**config.mk**
```make
export PLATFORM = sky130hd
export DESIGN_NAME = logic_cfg_seq
export DESIGN_NICKNAME = d
export VERILOG_FILES = /design/src/rtl/logic_cfg_seq.sv
export SDC_FILE = /design/constraint.sdc
export NUM_CORES = 1
export LEC_CHECK = 0
export ABC_AREA = 1
export CORE_ASPECT_RATIO = 0.5
export CORE_MARGIN = 4
export CORE_UTILIZATION = 35
export DETAILED_ROUTE_END_ITERATION = 6
export HOLD_SLACK_MARGIN = 0.05
export REMOVE_ABC_BUFFERS = 1
export SYNTH_ARGS = -nofsm -noshare
export SYNTH_HDL_FRONTEND = slang
export SYNTH_SLANG_ARGS = --single-unit
```
**constraint.sdc**
```tcl
create_clock -name QCK -period 4 [get_ports QCK]
set_input_delay 0.4 -clock QCK [delete_from_list [all_inputs] [get_ports QCK]]
set_output_delay 0.4 -clock QCK [all_outputs]
set_load 0.03 [all_outputs]
```
**src/rtl/logic_cfg_seq.sv**
```systemverilog
// Serializes host configuration words LSB-first into the cell configuration chain and latches complete frames.
// Build macro LOGIC_CFG_SEQ_PARITY_EN adds CFG_PAR and rejects accepted words whose even parity does not match.
module logic_cfg_seq #(
    parameter int WORD_W      = 8,
    parameter int FRAME_WORDS = 4
) (
    input  logic              QCK,
    input  logic              QRT,
    input  logic [WORD_W-1:0] CFG_DATA,
    input  logic              CFG_VALID,
    input  logic              CFG_LAST,
`ifdef LOGIC_CFG_SEQ_PARITY_EN
    input  logic              CFG_PAR,
`endif
    output logic              CFG_READY,
    output logic              SCK_EN,
    output logic              SDO,
    output logic              CFG_LATCH,
    output logic              BUSY,
    output logic              DONE,
    output logic              ERR
);

    localparam int CNT_W = $clog2(FRAME_WORDS + 1);
    localparam int BIT_W = $clog2(WORD_W + 1);
    localparam logic [CNT_W-1:0] CNT_FULL = CNT_W'(FRAME_WORDS);
    localparam logic [BIT_W-1:0] BIT_LAST = BIT_W'(WORD_W);

    typedef enum logic [2:0] {
        ST_IDLE  = 3'd0,
        ST_SHIFT = 3'd1,
        ST_LATCH = 3'd2,
        ST_FIN   = 3'd3,
        ST_FAULT = 3'd4
    } state_t;

    state_t              state_r;
    logic [CNT_W-1:0]    word_cnt_r;
    logic [BIT_W-1:0]    bit_cnt_r;
    logic [WORD_W-1:0]   shreg_r;
    logic                last_r;
    logic                ready_r;
    logic                sck_en_r;
    logic                sdo_r;
    logic                latch_r;
    logic                busy_r;
    logic                done_r;
    logic                err_r;

    logic                accept_s;
    logic                full_s;
    logic                par_bad_s;

`ifdef LOGIC_CFG_SEQ_PARITY_EN
    function automatic logic even_par(input logic [WORD_W-1:0] d);
        return ^d;
    endfunction

    assign par_bad_s = (even_par(CFG_DATA) != CFG_PAR);
`else
    assign par_bad_s = 1'b0;
`endif

    assign accept_s = CFG_VALID & ready_r;
    assign full_s   = (word_cnt_r == CNT_FULL);

    // Sequencer FSM; all outputs are registered alongside the state they belong to.
    always_ff @(posedge QCK) begin
        if (QRT) begin
            state_r    <= ST_IDLE;
            word_cnt_r <= {CNT_W{1'b0}};
            bit_cnt_r  <= {BIT_W{1'b0}};
            shreg_r    <= {WORD_W{1'b0}};
            last_r     <= 1'b0;
            ready_r    <= 1'b1;
            sck_en_r   <= 1'b0;
            sdo_r      <= 1'b0;
            latch_r    <= 1'b0;
            busy_r     <= 1'b0;
            done_r     <= 1'b0;
            err_r      <= 1'b0;
        end else begin
            latch_r <= 1'b0;
            done_r  <= 1'b0;
            case (state_r)
                ST_IDLE: begin
                    if (accept_s) begin
                        word_cnt_r <= word_cnt_r + CNT_W'(1);
                        last_r     <= CFG_LAST;
                        ready_r    <= 1'b0;
                        busy_r     <= 1'b1;
                        if (par_bad_s) begin
                            state_r  <= ST_FAULT;
                            err_r    <= 1'b1;
                            sck_en_r <= 1'b0;
                            sdo_r    <= 1'b0;
                        end else begin
                            // Bit 0 goes out in the cycle right after acceptance.
                            state_r   <= ST_SHIFT;
                            sck_en_r  <= 1'b1;
                            sdo_r     <= CFG_DATA[0];
                            shreg_r   <= CFG_DATA >> 1;
                            bit_cnt_r <= BIT_W'(1);
                        end
                    end else begin
                        ready_r <= 1'b1;
                        busy_r  <= 1'b0;
                    end
                end
                ST_SHIFT: begin
                    if (bit_cnt_r == BIT_LAST) begin
                        sck_en_r  <= 1'b0;
                        sdo_r     <= 1'b0;
                        bit_cnt_r <= {BIT_W{1'b0}};
                        shreg_r   <= {WORD_W{1'b0}};
                        if (last_r && full_s) begin
                            state_r <= ST_LATCH;
                            latch_r <= 1'b1;
                        end else if (!last_r && !full_s) begin
                            state_r <= ST_IDLE;
                            ready_r <= 1'b1;
                            busy_r  <= 1'b0;
                        end else begin
                            // Frame length and LAST marker disagree: never latch.
                            state_r <= ST_FAULT;
                            err_r   <= 1'b1;
                        end
                    end else begin
                        sdo_r     <= shreg_r[0];
                        shreg_r   <= shreg_r >> 1;
                        bit_cnt_r <= bit_cnt_r + BIT_W'(1);
                    end
                end
                ST_LATCH: begin
                    state_r <= ST_FIN;
                    done_r  <= 1'b1;
                end
                ST_FIN: begin
                    state_r    <= ST_IDLE;
                    word_cnt_r <= {CNT_W{1'b0}};
                    ready_r    <= 1'b1;
                    busy_r     <= 1'b0;
                end
                ST_FAULT: begin
                    ready_r  <= 1'b0;
                    busy_r   <= 1'b1;
                    err_r    <= 1'b1;
                    sck_en_r <= 1'b0;
                    sdo_r    <= 1'b0;
                end
                default: begin
                    state_r  <= ST_FAULT;
                    ready_r  <= 1'b0;
                    busy_r   <= 1'b1;
                    err_r    <= 1'b1;
                    sck_en_r <= 1'b0;
                    sdo_r    <= 1'b0;
                end
            endcase
        end
    end

    assign CFG_READY = ready_r;
    assign SCK_EN    = sck_en_r;
    assign SDO       = sdo_r;
    assign CFG_LATCH = latch_r;
    assign BUSY      = busy_r;
    assign DONE      = done_r;
    assign ERR       = err_r;

endmodule

```
# --- Yosys cells after proc, flatten, opt, wreduce, memory -nomap -nowiden ---
# Index checks and enable logic that the tools add are counted.
classes:
  reduce_logical: 18
  addsub: 2
  bitwise: 7
  n_eq_ne: 11
  mux: 35
op_table:
  columns: ["cell", "n"]
  rows:
  - ["$mux W1", 17]
  - ["$pmux W8 S2", 1]
  - ["$mux W3", 5]
  - ["$pmux W3 S5", 1]
  - ["$ne A2 B2 Y1 const B", 5]
  - ["$mux W4", 2]
  - ["$mux W8", 1]
  - ["$pmux W1 S4", 2]
  - ["$pmux W4 S2", 1]
  - ["$reduce_and A2 Y1", 4]
  - ["$reduce_and A4 Y1", 2]
  - ["$mux W7", 1]
  - ["$eq A3 B2 Y1 const B", 2]
  - ["$eq A3 B3 Y1 const B", 2]
  - ["$not A1 Y1", 6]
  - ["$pmux W1 S3", 2]
  - ["$pmux W3 S2", 1]
  - ["$reduce_and A3 Y1", 2]
  - ["$reduce_or A3 Y1", 2]
  - ["$add A4 B1 Y4 const B", 1]
  - ["$eq A4 B4 Y1 const B", 1]
  - ["$reduce_bool A2 Y1", 2]
  - ["$add A3 B1 Y3 const B", 1]
  - ["$eq A3 B1 Y1 const B", 1]
  - ["6 further kinds", 8]
word_totals:
  output_inout_bits: 7
  register_bits: 26

# --- Logic depth before layout (Yosys ltp) ---
# Gate-level depths: netlist of run 1.
logic_depth:
  word_depth: 7
  ltp_mapped: 11
  depth_no_buf: 11

# --- Least setup slack after synthesis of run 1 ---
# No wires, ideal clock.
synth_path:
  kind: "register to register"
  from: "reg word_cnt_r[0]"
  to: "reg busy_r, in the netlist BUSY"
  arrival_time_ns: 1.236
  synth_period_minus_slack_ns: 1.351
  stages_incl_launch_ff: 12
  setup_time_ns: 0.115
  path_slack_ns: 2.649
  cell_sequence: "dfxtp_1 -> inv_1 -> ha_1 -> nand2_1 -> inv_1 -> ha_1 -> nand3_1 -> nand2_1 -> inv_1 -> nand3_1 -> nand2_1 -> nor2_1"
synth_between:
  elab_chain_len: 5
  word_cells_on_any_way: 7
synth_lines:
  columns: ["item", "line", "rtl"]
  rows:
  - ["from (decl)", "38", "logic [CNT_W-1:0] word_cnt_r;"]
  - ["from (signal assigned)", "71", "word_cnt_r <= {CNT_W{1'b0}};"]
  - ["from (signal assigned)", "88", "word_cnt_r <= word_cnt_r + CNT_W'(1);"]
  - ["from (signal assigned)", "140", "word_cnt_r <= {CNT_W{1'b0}};"]
  - ["$eq A3 B3 Y1 *", "65", "assign full_s = (word_cnt_r == CNT_FULL);"]
  - ["$logic_not A1 Y1", "119", "end else if (!last_r && !full_s) begin"]
  - ["$logic_and A1 B1 Y1", "119", null]
  - ["$ne A2 B2 Y1 (no source line)", null, null]
  - ["$reduce_and A4 Y1 (no source line) *", null, null]
  - ["to (signal assigned)", "122", "busy_r <= 1'b0;"]
  - ["to (signal assigned)", "142", "busy_r <= 1'b0;"]
  - ["to (signal assigned)", "146", "busy_r <= 1'b1;"]
  - ["to (decl)", "46", "logic busy_r;"]
# Mark *: on every way between the ends. The rest lies on a longest branch, timed or not.
# A chain may end at the register's enable or synchronous reset.

# --- Worst setup path in the final report of run 1 ---
layout_path:
  from: "reg ready_r, in the netlist CFG_READY"
  to: "out CFG_READY"
layout_rtl:
  columns: ["item", "line", "rtl"]
  rows:
  - ["from (decl)", "42", "logic ready_r;"]
  - ["from (signal assigned)", "75", "ready_r <= 1'b1;"]
  - ["from (signal assigned)", "90", "ready_r <= 1'b0;"]
  - ["from (signal assigned)", "106", "ready_r <= 1'b1;"]
  - ["to (decl)", "15", "output logic CFG_READY,"]
# No word-level cell between the ends.

==> flow_summary.yaml, run 1 <==
route:
  drtIter0Drc: 36
  dr.pass1.iters: 4
  wl_per_cell_um: 10.7
  vias: 1118
  viasPerCell: 4.56
  routed_wl_um: 2630
  ant_nets: 0
  drc_errors: 0
critical_path:
  crit_family: "buffers and inverters"
  cp_slowest_cell: "clkdlybuf4s50_1"
  start_kind: "flop"
  r2r_setup_slack_ps: 2490
  path_buf_inv: 1
  worstPathRequired_ps: 3600
  worst_path_largest_cell_delay_ps: 690
  crit_arrival_ps: 1340
  crit_chain: "clkdlybuf4s50_1"
  end_kind: "output pin"
  crit_fanout: 4
  critPathKind: "flop to output pin"
synth:
  postSynthCellCount: 178
  synth-seq-cells: 25
  synth-compound-area-share: 0.101
  synthMuxAreaShare: 0
  avgSynthCellArea_um2: 7.01
  synth_cell_types: 19
  yosysSeqAreaShare: 0.401
  synthAdderAreaFrac: 0.0602
  synth_top_family_by_area: "simple AND/OR/NAND/NOR gates"
  yosys_warnings: 0
  yosysTopAreaCellShare: 0.401
  synth_top_area_cell: "dfxtp_1"
  synthesis.area_um2: 1250
  yosys.area_share.simple: 0.367
  yosys-top-cells-area: "dfxtp_1, nand2_1, nor2_1"
  synth_xor_xnor_area_share: 0
timing:
  slew_viol_final: 0
  worst_slack_ps: 2260
  post-route-period-util: 0.436
  finalCriticalPeriod_ps: 1740
  fmax_mhz: 574
  hold_violations: 0
  worst_pin_slew_ps: 423
  setup_viol: 0
  fin_skew_ps: 2.48
  max_slew_margin: 0.717
  fin_setup_tns_ps: 0
  grt_setup_unrepaired: "no"
grt:
  grtUsageMet2: 0.175
  grt_max_degree: 14
  grt_pass1_vias: 982
  met1_usage: 0.176
  antenna_found_initial: 0
  grt_pass1_wl_um: 4520
  grt_use_met3: 0.0388
  grt_overflow: 0
  grt_use_total: 0.125
  top_usage_layer: "met1"
clocking:
  cts_setup_buffers: 0
  cts_max_path_buffers: 2
  numCtsBuffers: 3
  cts_tree: "built"
  cts.sinks: 25
  cts_resized: 0
  clkLatencyLatePin_ps: 270
  holdBufCountCts: 0
  ctsRootBufferMaster: "clkbuf_8"
  cts_htree_levels: 1
  clkTransAtPathRegs_ps: 90
cells_and_area:
  nNetsFinal: 216
  final_util: 0.472
  finalNonFillerCells: 245
  drive_gt1_frac: 0.0812
  final_cell_mix: "nand2_1, dfxtp_1, nor2_1"
  area_growth_pct: 21.3
  layout_commonest_cell: "nand2_1"
  antenna_cells: 0
placed_design:
  gp_congestion: 0.796
  hpwl_um: 1950
  dp_cells: 241
  io_buffers: 18
  dp_slack_ps: 2200
power:
  report.power.total_w: 0.000637
  ir_drop_v: 0.000123
  powerDensity_nw_per_um2: 421
  p_leak_nw: 0.662
die:
  die-height_um: 50.2
  start_util: 0.389
  ios: 19
  core_area_um2: 3210
  row_count: 14
  die_width_um: 92.4
  dieArea_um2: 4640
flow_run:
  drv_cap: 0
worst_hold_path:
  hold_path.class: "flop to flop"
run_status:
  outcome: "finished clean"
[Yosys cell counts (all sizes together)]
master	count
nand2	55
nor2	29
dfxtp	25
inv	18
a21oi	12
o21ai	12
nand3	11
ha	6
nand4	3
buf	2
nor3	2
a31oi	1
clkbuf	1
or2	1
[power breakdown]
part / switching (W) / internal [W] / total [W]
sequential: 0.0000217 / 0.000280 / 0.000302
combinational: 0.000113 / 0.0000696 / 0.000183
clock: 0.0000808 / 0.0000714 / 0.000152
total: 0.000216 / 0.000421 / 0.000637
[routing by layer]
layer / wire length [µm] / vias up
met1: 1480 / 492
li1: - / 609
met4: 38 / 0
met3: 78 / 4
met2: 1030 / 13
met5: 0 / -
[cell families after synthesis]
| logic type | Yosys count |
|---|---|
| simple gates | 101 |
| fa+ha+maj | 6 |
| compound gates | 25 |
| flops | 25 |
| buf+inv | 21 |
[path summary, 6_finish.rpt]
check / end / from / cells after the start
worst max-delay path: CFG_READY / CFG_READY / 1
worst min-delay path: ERR / ERR / 2
worst min register to register: ERR / ERR / 2
worst max register to register: BUSY / word_cnt_r[0] / 11
[stage by stage]
step           hold WS (ps)  instance area (µm²)
2_1_floorplan           439                 1230
3_3_place_gp            443                 1470
3_5_place_dp            447                 1470
4_1_cts                 461                 1510
5_1_grt                 486                 1510
6_report                453                 1510
[final cells by class]
cell class,count,area (µm²)
fillers,339,1690
multi-input cells,132,659
flip-flops and latches,25,500
repair buffers,18,180
inverters,18,67.6
well taps,48,60.1
clock buffers,4,45.0
[worst register-to-register path, cell delays in order (launching register included)]
cell     delay [ps]
dfxtp_1         340
inv_1            70
ha_1            190
nand2_1          80
inv_1            40
ha_1            170
nand3_1         120
nand2_1          60
inv_1           110
nand3_1         100
nand2_1          70
nor2_1           40
[registers in the layout, indices dropped and copies added, names as in the netlist]
signal / flops
shreg_r: 7
bit_cnt_r: 4
state_r: 3
word_cnt_r: 3
BUSY: 1
CFG_LATCH: 1
CFG_READY: 1
DONE: 1
ERR: 1
SCK_EN: 1
SDO: 1
last_r: 1
Note: power is estimated with default switching activity, not from simulation.
==> run 2, diff against run 1 <==
==> constraint.sdc (replaced) <==
create_clock -name QCK -period 1.5 [get_ports QCK]
set_input_delay 0.15 -clock QCK [delete_from_list [all_inputs] [get_ports QCK]]
set_output_delay 0.15 -clock QCK [all_outputs]
set_load 0.03 [all_outputs]
==> run 2 against run 1 <==
Against the previous run: final area rose by 6.5%; sequential cell count did not move; die area did not move; clock power rose to 2.6 times the previous value; core utilization rose by 3.0 points; sequential power rose to 2.7 times the previous value; largest power group unchanged.
==> flow_summary.yaml, run 2 (same netlist as run 1, synthesis figures left out) <==
critical_path:
  worstPathRequired_ps: 1670
  crit_chain: "inv_1 > ha_1 > nand2_1 > inv_1 > ha_1 > nand3_2 > nand2_1 > inv_2 > nand3_1 > nand2_1 > nor2_1"
  reg2reg_from: "word_cnt_r[0]"
  worst_path_largest_cell_delay_ps: 330
  start_kind: "flop"
  reg2reg_depth: 11
  cp_slowest_cell: "dfxtp_2"
  crit_arrival_ps: 1620
  cpMostUsedCell: "nand2_1"
  critPathKind: "flop to flop"
  r2r_setup_slack_ps: 50
  end_kind: "flop"
  crit_fanout: 4
  r2r-end: "BUSY"
  worstSetupStartpoint: "word_cnt_r[0]"
cells_and_area:
  area_growth_pct: 29.1
  regMostFlops: "shreg_r"
  multiInputGateArea_um2: 667
  final_cell_mix: "nand2_1, nor2_1, dfxtp_1"
  largest_reg_flops: 7
  layout_commonest_cell: "nand2_1"
  antenna_cells: 0
  nNetsFinal: 226
  regArea_um2: 504
  final_util: 0.502
  n_fill_cell: 320
  drive_gt1_frac: 0.155
  reg_top3: "shreg_r x7, bit_cnt_r x4"
power:
  powerDensity_nw_per_um2: 1090
  p_leak_nw: 0.716
  report.power.total_w: 0.00176
  ir_drop_v: 0.000380
route:
  viasPerCell: 4.48
  routed_wl_um: 2760
  ant_nets: 0
  drc_errors: 0
  dr.pass1.iters: 4
  wl_per_cell_um: 10.8
  vias: 1142
  drtIter0Drc: 44
die:
  start_util: 0.389
  core_area_um2: 3210
  dieArea_um2: 4640
  ios: 19
  die-height_um: 50.2
  die_width_um: 92.4
  row_count: 14
run_status:
  outcome: "finished clean"
clocking:
  clkLatencyLatePin_ps: 260
  holdBufCountCts: 0
  cts.sinks: 25
  cts_htree_levels: 1
  clkTransAtPathRegs_ps: 80
  cts_tree: "built"
  cts_max_path_buffers: 2
  numCtsBuffers: 3
  ctsRootBufferMaster: "clkbuf_8"
worst_hold_path:
  hold_path_depth: 3
  hold_path.class: "primary input to flop"
  min_from: "CFG_DATA[7]"
  whs_endpoint: "shreg_r[6]"
flow_run:
  drv_cap: 0
timing:
  hold_slack_ps: 447
  post-route-period-util: 0.968
  max_slew_margin: 0.749
  fmax_mhz: 689
  setup_viol: 0
  worst_slack_ps: 48.5
  worst_pin_slew_ps: 376
  slew_viol_final: 0
  grt_setup_unrepaired: "yes"
  hold_violations: 0
  fin_skew_ps: 2.30
  finalCriticalPeriod_ps: 1450
grt:
  grt_pass1_vias: 1013
  grt_overflow: 0
  antenna_found_initial: 0
  grt_pass1_wl_um: 4630
  grt_use_total: 0.123
  grt_max_degree: 14
placed_design:
  hpwl_um: 2020
  io_buffers: 18
  gp_congestion: 0.816
  dp_slack_ps: 20.1
## run 2: layout make-up
class                   instances  share of cell area
clock buffers                   4              0.0280
inverters                      18              0.0420
repair buffers                 28               0.166
flip-flops and latches         25               0.313
well taps                      48              0.0373
multi-input cells             132               0.414
## run 2: worst max-delay path: cells and delay by family (launching register included)
kind / cells / cell delay (ps)
AND/OR/NAND/NOR: 6 / 450
flip-flops: 1 / 330
buffers and inverters: 3 / 180
adder cells (fa/ha/maj): 2 / 380
## run 2: power by group
group          internal, W  total [W]  switching, W
Sequential        0.000749   0.000807     0.0000581
Clock             0.000190   0.000397      0.000207
Combinational     0.000238   0.000558      0.000319
Total              0.00118    0.00176      0.000584
## run 2: worst max-delay path by stage
stage / to / slack (ps) / cells past startpoint
6_report: BUSY / 50 / 11
5_1_grt: BUSY / -40 / 11
4_1_cts: BUSY / 9 / 11
3_5_place_dp: BUSY / 20 / 11
3_3_place_gp: BUSY / 90 / 11
2_1_floorplan: BUSY / 150 / 11
## run 2: layer usage
metal | track usage | share of wire
met1 | 0.184 | 0.54
met2 | 0.172 | 0.42
met3 | 0.0343 | 0.046
met4 | 0.0296 | 0
met5 | 0 | 0
## run 2: metrics by stage
step,cell area [µm²],instances,setup TNS (ps)
after detailed placement,1550,250,0
after floorplan,1230,175,0
final,1610,255,0
after CTS,1590,254,0
after global placement,1550,250,0
after global routing,1610,255,-77.8
## run 2: repair_timing
| item | CTS | global route |
|---|---|---|
| hold endpoints to repair | 0 | 0 |
| resized for setup | 1 | 6 |
| pin swaps | 0 | 4 |
| setup buffers | 0 | 1 |
| endpoints found under the setup margin | 1 | 11 |
==> run 3, diff against run 2 <==
--- a/config.mk
+++ b/config.mk
@@ -9,6 +9,7 @@
 export CORE_ASPECT_RATIO = 0.5
 export CORE_MARGIN = 4
 export CORE_UTILIZATION = 35
+export CTS_CLUSTER_SIZE = 20
 export DETAILED_ROUTE_END_ITERATION = 6
 export HOLD_SLACK_MARGIN = 0.05
 export REMOVE_ABC_BUFFERS = 1
==> results of run 3 <==
The final DEF is identical to that of run 2; final timing and power are the same.
